===== src/rtl/fifo_pkg.sv =====
// rtl/fifo_pkg.sv - shared FIFO types and pointer arithmetic
//
// Purpose: types and helpers used by both sides of the synchronous FIFO.
//   occ_t       occupancy of the 2-entry output stage (head + skid)
//   fifo_level  modulo difference of two wrap-bit pointers
package fifo_pkg;

    typedef enum logic [1:0] {
        OCC_0 = 2'd0,
        OCC_1 = 2'd1,
        OCC_2 = 2'd2
    } occ_t;

    // Widest pointer fifo_level() accepts; callers zero-extend into it.
    localparam int unsigned FIFO_PTR_MAX_W = 16;

    // (a_wr - a_rd) modulo 2^ptr_w. Callers cast the result down to their
    // own pointer width, so ptr_w only has to clear the borrow bits.
    function automatic logic [FIFO_PTR_MAX_W-1:0] fifo_level(
        input logic [FIFO_PTR_MAX_W-1:0] a_wr,
        input logic [FIFO_PTR_MAX_W-1:0] a_rd,
        input int unsigned               ptr_w
    );
        logic [FIFO_PTR_MAX_W-1:0] diff;
        logic [FIFO_PTR_MAX_W-1:0] mask;
        diff = a_wr - a_rd;
        mask = (FIFO_PTR_MAX_W'(1) << ptr_w) - FIFO_PTR_MAX_W'(1);
        return diff & mask;
    endfunction

endpackage


===== src/rtl/fifo_out_stage.sv =====
// rtl/fifo_out_stage.sv - 2-entry head/skid output register for FIFO reads
//
// Purpose: holds up to two words returned from RAM and presents the oldest
// on a first-word-fall-through valid/ready output.
// Ports:
//   clk, rstn   clock, asynchronous active-low reset
//   push        a RAM word arrives this cycle (push_data)
//   pop         consumer takes the head word this cycle (valid & ready)
//   occ         current occupancy (OCC_0/1/2)
//   m_valid     head word available
//   m_data      head word
import fifo_pkg::*;

module fifo_out_stage #(
    parameter int W = 32
) (
    input  logic         clk,
    input  logic         rstn,
    input  logic         push,
    input  logic [W-1:0] push_data,
    input  logic         pop,
    output occ_t         occ,
    output logic         m_valid,
    output logic [W-1:0] m_data
);

    occ_t         r_occ;
    logic         r_valid;
    logic [W-1:0] r_head;
    logic [W-1:0] r_skid;

    always_ff @(posedge clk or negedge rstn) begin
        if (!rstn) begin
            r_occ   <= OCC_0;
            r_valid <= 1'b0;
            r_head  <= '0;
            r_skid  <= '0;
        end else begin
            case (r_occ)
                OCC_0: begin
                    if (push) begin
                        r_head  <= push_data;
                        r_occ   <= OCC_1;
                        r_valid <= 1'b1;
                    end
                end
                OCC_1: begin
                    if (push && !pop) begin
                        r_skid <= push_data;
                        r_occ  <= OCC_2;
                    end else if (push && pop) begin
                        // head leaves while the new word takes its place
                        r_head <= push_data;
                    end else if (pop) begin
                        r_occ   <= OCC_0;
                        r_valid <= 1'b0;
                    end
                end
                OCC_2: begin
                    if (pop) begin
                        r_head <= r_skid;
                        if (push) begin
                            r_skid <= push_data;
                        end else begin
                            r_occ <= OCC_1;
                        end
                    end
                end
                default: begin
                    r_occ   <= OCC_0;
                    r_valid <= 1'b0;
                end
            endcase
        end
    end

    assign occ     = r_occ;
    assign m_valid = r_valid;
    assign m_data  = r_head;

endmodule


===== src/rtl/fifo_read_ctrl.sv =====
// rtl/fifo_read_ctrl.sv - read side of the synchronous FIFO
//
// Purpose: issues RAM reads while the FIFO is non-empty and the output
// stage has room for every outstanding word, and tracks the read pointer.
// Ports:
//   clk, rstn    clock, asynchronous active-low reset
//   wr_ptr       write pointer (A+1 bits, same clock domain)
//   rd_ptr       read pointer (words issued from RAM, A+1 bits)
//   mem_ren      RAM read enable
//   mem_raddr    RAM read address (rd_ptr low A bits)
//   mem_rdata    RAM read data, one cycle after mem_ren
//   m_valid, m_ready, m_data   first-word-fall-through output
//   mem_empty    rd_ptr == wr_ptr
//   mem_level    wr_ptr - rd_ptr modulo 2^(A+1)
import fifo_pkg::*;

module fifo_read_ctrl #(
    parameter int A = 4,
    parameter int W = 32
) (
    input  logic         clk,
    input  logic         rstn,
    input  logic [A:0]   wr_ptr,
    output logic [A:0]   rd_ptr,
    output logic         mem_ren,
    output logic [A-1:0] mem_raddr,
    input  logic [W-1:0] mem_rdata,
    output logic         m_valid,
    input  logic         m_ready,
    output logic [W-1:0] m_data,
    output logic         mem_empty,
    output logic [A:0]   mem_level
);

    localparam int PW = A + 1;
    localparam logic [PW-1:0] PTR_ONE = PW'(1);

    logic [PW-1:0] r_rd_ptr;
    logic          r_inflight;

    occ_t          w_occ;
    logic          w_valid;
    logic          w_pop;
    logic          w_empty;
    logic          w_ren;
    logic [2:0]    w_credit;
    logic [PW-1:0] w_level;

    assign w_empty = (wr_ptr == r_rd_ptr);
    assign w_level = PW'(fifo_level(FIFO_PTR_MAX_W'(wr_ptr),
                                    FIFO_PTR_MAX_W'(r_rd_ptr), PW));
    assign w_pop   = w_valid & m_ready;

    // Words that will be held after this edge if no new read is issued.
    // A pop can only happen with a word in the stage, so this never wraps.
    assign w_credit = {1'b0, w_occ} + {2'b00, r_inflight} - {2'b00, w_pop};

    // Only issue if the returning word is certain to find a free slot.
    // Combinational from m_ready so a popping consumer keeps 1 word/cycle.
    assign w_ren = rstn & ~w_empty & (w_credit < 3'd2);

    always_ff @(posedge clk or negedge rstn) begin
        if (!rstn) begin
            r_rd_ptr   <= '0;
            r_inflight <= 1'b0;
        end else begin
            if (w_ren) begin
                r_rd_ptr <= r_rd_ptr + PTR_ONE;
            end
            r_inflight <= w_ren;
        end
    end

    fifo_out_stage #(
        .W(W)
    ) u_out_stage (
        .clk       (clk),
        .rstn      (rstn),
        .push      (r_inflight),
        .push_data (mem_rdata),
        .pop       (w_pop),
        .occ       (w_occ),
        .m_valid   (w_valid),
        .m_data    (m_data)
    );

    assign rd_ptr    = r_rd_ptr;
    assign mem_ren   = w_ren;
    assign mem_raddr = r_rd_ptr[A-1:0];
    assign m_valid   = w_valid;
    assign mem_empty = w_empty;
    assign mem_level = w_level;

endmodule


===== config.mk =====
export PLATFORM = sky130hd
export DESIGN_NAME = fifo_read_ctrl
export DESIGN_NICKNAME = d
export VERILOG_FILES = /design/src/rtl/fifo_pkg.sv /design/src/rtl/fifo_out_stage.sv /design/src/rtl/fifo_read_ctrl.sv
export SDC_FILE = /design/constraint.sdc
export NUM_CORES = 1
export LEC_CHECK = 0
export BUFFER_PORTS_ARGS = -buffer_cell sky130_fd_sc_hd__buf_2
export CORE_MARGIN = 5
export CORE_UTILIZATION = 48
export DETAILED_ROUTE_END_ITERATION = 8
export GPL_ROUTABILITY_DRIVEN = 1
export PLACE_DENSITY = 0.86
export SLEW_MARGIN = 20
export SYNTH_ARGS = -nofsm -noshare
export SYNTH_HDL_FRONTEND = slang
export SYNTH_SLANG_ARGS = --single-unit

===== constraint.sdc =====
create_clock -name clk -period 2.55 [get_ports clk]
set_input_delay 0.6375 -clock clk [delete_from_list [all_inputs] [get_ports clk]]
set_output_delay 0.6375 -clock clk [all_outputs]
set_load 0.02 [all_outputs]

**Word-level counts from Yosys, hierarchy flattened**

Index checks and enable logic that the tools add are counted.

- Register bits: 73
- Latch bits: 0
- Memory bits (writable): 0
- Memory bits (read-only): 0
- Input port bits: 40
- Output and inout bits: 49
- Word-level logic and storage cells: 60
- Memories kept: 0

- $add $sub $neg: 4
- Multipliers: 0
- Divide/modulo/power cells: 0
- Magnitude comparators: 1
- Eq/ne operators: 14
- Shifts and indexed selects: 0
- Mux-type cells: 20
- Bitwise gates (word level): 5
- Reduce and logical (&&, ||, !) cells: 10

Operator list:

| kind | count |
|---|---|
| $mux 32 | 6 |
| $pmux 32 s3 | 1 |
| $pmux 32 s2 | 1 |
| $reduce_and 5->1 | 3 |
| $mux 2 | 6 |
| $ne 2x2->1 const B | 5 |
| $ne 2x1->1 const B | 4 |
| $pmux 2 s3 | 1 |
| $add 5x1->5 const B | 1 |
| $eq 5x5->1 | 1 |
| $sub 5x5->5 | 1 |
| $mux 1 | 4 |
| $reduce_and 4->1 | 1 |
| $add 2x1->3 | 1 |
| $and 1x1->1 | 3 |
| $lt 3x2->1 const B | 1 |
| $ne 3x1->1 const B | 1 |
| $ne 3x2->1 const B | 1 |
| $pmux 1 s3 | 1 |
| $reduce_bool 3->1 | 1 |
| $sub 3x1->3 | 1 |
| $eq 2x1->1 const B | 1 |
| $eq 2x2->1 const B | 1 |
| $logic_and 1x1->1 | 2 |
| 4 further kinds | 5 |

**Longest topological paths before layout**

- Depth after elaboration: 5
- Depth in mapped cells: 9
- Mapped depth without buffers: 8

**Modules after synthesis**

Synthesis repeated with hierarchy kept, for this count alone.

- Cell total of the unflattened synthesis: 242
- Area total of the unflattened synthesis: 3507.1 um^2

By module, submodules not included:

| module | times used | cells an instance | area an instance (um^2) | sequential area each (um^2) |
|---|---|---|---|---|
| fifo_out_stage | 1 | 193 | 3011.6 | 1676.6 |
| fifo_read_ctrl | 1 | 49 | 495.5 | 150.1 |

**Worst setup path after synthesis**

OpenSTA, ideal clock, no wires.

- Path kind: input -> output
- Start point: input port m_ready
- End point: output port mem_ren
- Arrival: 1932 ps
- Data required time: 1913 ps
- Setup slack: -19 ps
- Cell stages on the path: 7
- Buffers on the path: 1
- Cells stage by stage: nand2_2 nor2_1 o21ai_0 fa_1 xnor2_1 o2111a_1 buf_2

- Word-level cells in the longest chain between the ends: 4

Ends and longest elaborated chain:

| item | line | text |
|---|---|---|
| start, declared | fifo_read_ctrl.sv:29 | `input logic m_ready,` |
| $and 1x1->1 | fifo_read_ctrl.sv:52 | `assign w_pop = w_valid & m_ready;` |
| $sub 3x1->3 | fifo_read_ctrl.sv:56 | `assign w_credit = {1'b0, w_occ} + {2'b00, r_inflight} - {2'b00, w_pop};` |
| $lt 3x2->1 | fifo_read_ctrl.sv:60 | `assign w_ren = rstn & ~w_empty & (w_credit < 3'd2);` |
| $and 1x1->1 | fifo_read_ctrl.sv:60 |  |
| end, declared | fifo_read_ctrl.sv:25 | `output logic mem_ren,` |

Every way passes these cells.

**Worst setup path in the final report**

Same ends and word-level chain as after synthesis.

==> flow_summary.ini <==
[global_route]
grt_pass1_wl_mm = 12.8
gr-total-overflow = 0
gr-usage-met1_pct = 21.9
grt-busiest-layer = met2
grt_pass1_vias = 2736
track_usage_pct = 18.2
grt_max_degree = 74
antenna_found_initial = 0
grt_use_met2_pct = 31.6
grt_use_met3_pct = 4.81

[min_path]
hold_depth = 1
hold_class = flip-flop to flip-flop

[timing]
fmax_mhz = 387
fin_setup_tns_ps = -31.8
period_share_pct = 101
slew_viol_final = 0
skew_ps = 9.46
slew_headroom_pct = 40.7
setup_ws_ps = -31.8
setup-violations-final = 1
hold_violations = 0
grt_setup_unrepaired = yes
period_needed_ps = 2580
worst_slew_pin_slew_ps = 889

[place]
place_congestion = 0.818
port-buffer-count = 88
dp_cells = 490
place_hpwl_mm = 5.15

[yosys]
synth_edf_count = 0
netlist_top_cells_area = dfrtp_1, mux2_4, nand2_1
yosysTopAreaCell = dfrtp_1
syn_avg_cell_area_um2 = 11.1
synthCells = 315
synth_top_cells_by_count = dfrtp_1, nand2_1, nor2_1
synth_ff_type = dfrtp_1
yosysWarningCount = 0
ys_types = 30
synth_nets = 362
synth.cell_area_um2 = 3490
synth_top_area_share_pct = 52.4
yosysSeqAreaShare_pct = 52.4
ys_seq_elements = 73
synthArstFlopShare_pct = 100
yosysMostFrequentCell = dfrtp_1

[run_status]
status = complete, but fails checks
violations = setup timing

[critical_path]
critPathRequiredTime_ps = 1910
reg2reg_depth = 10
critPathLaunchType = primary input
crit_type = primary input to output port
crit_arrival_ps = 1940
cp_max_fo = 3
end_kind = output port

[clock_tree]
cts_htree_levels = 3
clk_pin_slew_ps = 80
cts_tree = done
cts_root_buf = clkbuf_8
worstSkewPairLatency_ps = 330
cts.path.max_buffers = 2
clock-sinks = 73
numCtsBuffers = 9

[die]
coreArea_um2 = 7180
io_pins = 89
die_h_um = 95.3
row_count = 31
start_util_pct = 48.6
die_w_um = 95.3
die-area_um2 = 9070

[layout]
drive_above_1_share_pct = 42.4
finish.net_count = 459
layout.cells.non_filler = 516
antenna_cells = 0
area_growth_pct = 23.7

[power_and_ir_drop]
peakVddDrop_v = 0.000552
p_leak_uw = 0.00214
finalPower_uw = 6020
power_density_nw_per_um2 = 1390

[run]
maxCapViolCount = 0

[detailed_routing]
antenna_left = 0
num_vias = 2638
dr.pass1.iters = 4
viasPerCell = 5.11
wl_per_cell_um = 15.1
drt_iter0_markers = 71
routed_wl_mm = 7.77
drc = 0
## placed cells by master, fill, tap and decap left out, types with 2 or more instances in the layout
cell type and count:
mux2_2 2, o22ai_1 2, inv_1 7, ha_1 4, o22ai_4 2, clkinvlp_4 2
xnor2_1 5, buf_2 85, dfrtp_2 4, nand2_1 66, fa_2 2, buf_4 22
nand4_1 3, a21o_1 2, nor2_1 36, clkbuf_8 10, dfrtp_1 69, inv_2 2
xor2_1 3, a21oi_2 2, clkinv_2 2, nand2b_1 2, a31oi_1 33, mux2_4 30
o21ai_0 2
## what timing repair did
item / 4_1_cts / 5_1_grt
resized for setup: 13 / 7
cloned: 0 / 0
hold buffers: 0 / 0
pin swaps: 4 / 3
setup buffers: 5 / 5
endpoints found under the setup margin: 2 / 3
## worst max-delay path, cell delays in order
cell,delay [ps]
buf_2,130
nand2_2,70
nor2_2,110
o21ai_2,80
fa_2,540
o2111a_1,240
buf_6,130
## layout make-up
cell class                      instances  area [um^2]
Clock buffer                           11          141
Clock inverter                          5         55.1
Fill cell                             579         2860
Inverter                                9         33.8
Multi-Input combinational cell        210         1510
Sequential cell                        73         1830
Tap cell                               99          124
Timing Repair Buffer                  109          622
## state kept, by name, summed over array words and instances (netlist names)
| signal | flops |
|---|---|
| u_out_stage.occ | 2 |
| u_out_stage.m_data | 32 |
| u_out_stage.m_valid | 1 |
| r_inflight | 1 |
| rd_ptr | 5 |
| u_out_stage.r_skid | 32 |
## layer usage
metal	part of all wire, %	vias up
met5	0	-
met4	1.3	0
met3	5.9	11
met2	49	81
met1	43	1297
li1	-	1249
## cell families (layout without fill, tap and decap cells)
logic type | after synthesis | after routing | share of synthesized area (%)
and+or+nand+nor | 114 | 114 | 13.3
DFF | 73 | 73 | 52.4
AOI/OAI and AO/OA | 48 | 48 | 9.83
muxes | 32 | 32 | 13.6
buffers and inverters | 32 | 134 | 5.77
xor gates and xnor gates | 9 | 9 | 2.26
adders and majority gates | 7 | 7 | 2.94
## where the power goes
| part | switching (uW) | leakage, uW | total (uW) | internal (uW) |
|---|---|---|---|---|
| Clock | 420 | 0.0000953 | 896 | 476 |
| Sequential | 368 | 0.000847 | 2110 | 1750 |
| Combinational | 1630 | 0.00120 | 3010 | 1380 |
| Total | 2420 | 0.00214 | 6020 | 3600 |
## worst paths after layout
| check | from | slack, ps | to |
|---|---|---|---|
| worst max-delay path | m_ready | -30 | mem_ren |
| worst min-delay path | rd_ptr[4] | 510 | rd_ptr[4] |
| worst max register to register | u_out_stage.m_valid | 370 | rd_ptr[4] |
| worst min register to register | rd_ptr[4] | 510 | rd_ptr[4] |
| max in group asynchronous | rstn | 1390 | rd_ptr[1] |
| min in group asynchronous | rstn | 550 | u_out_stage.m_data[7] |
## per-stage QoR
stage	util (%)	hold slack (ps)	setup slack, ps	area, um^2
finish	60.2	512	-31.8	4320
global route	60.2	525	-100	4320
CTS	59.3	516	-21.3	4260
detailed placement	55.5	492	-138	3990
global placement	55.5	488	-68.3	3990
floorplan	-	342	19.1	3490
(Power assumes the default switching activity.)
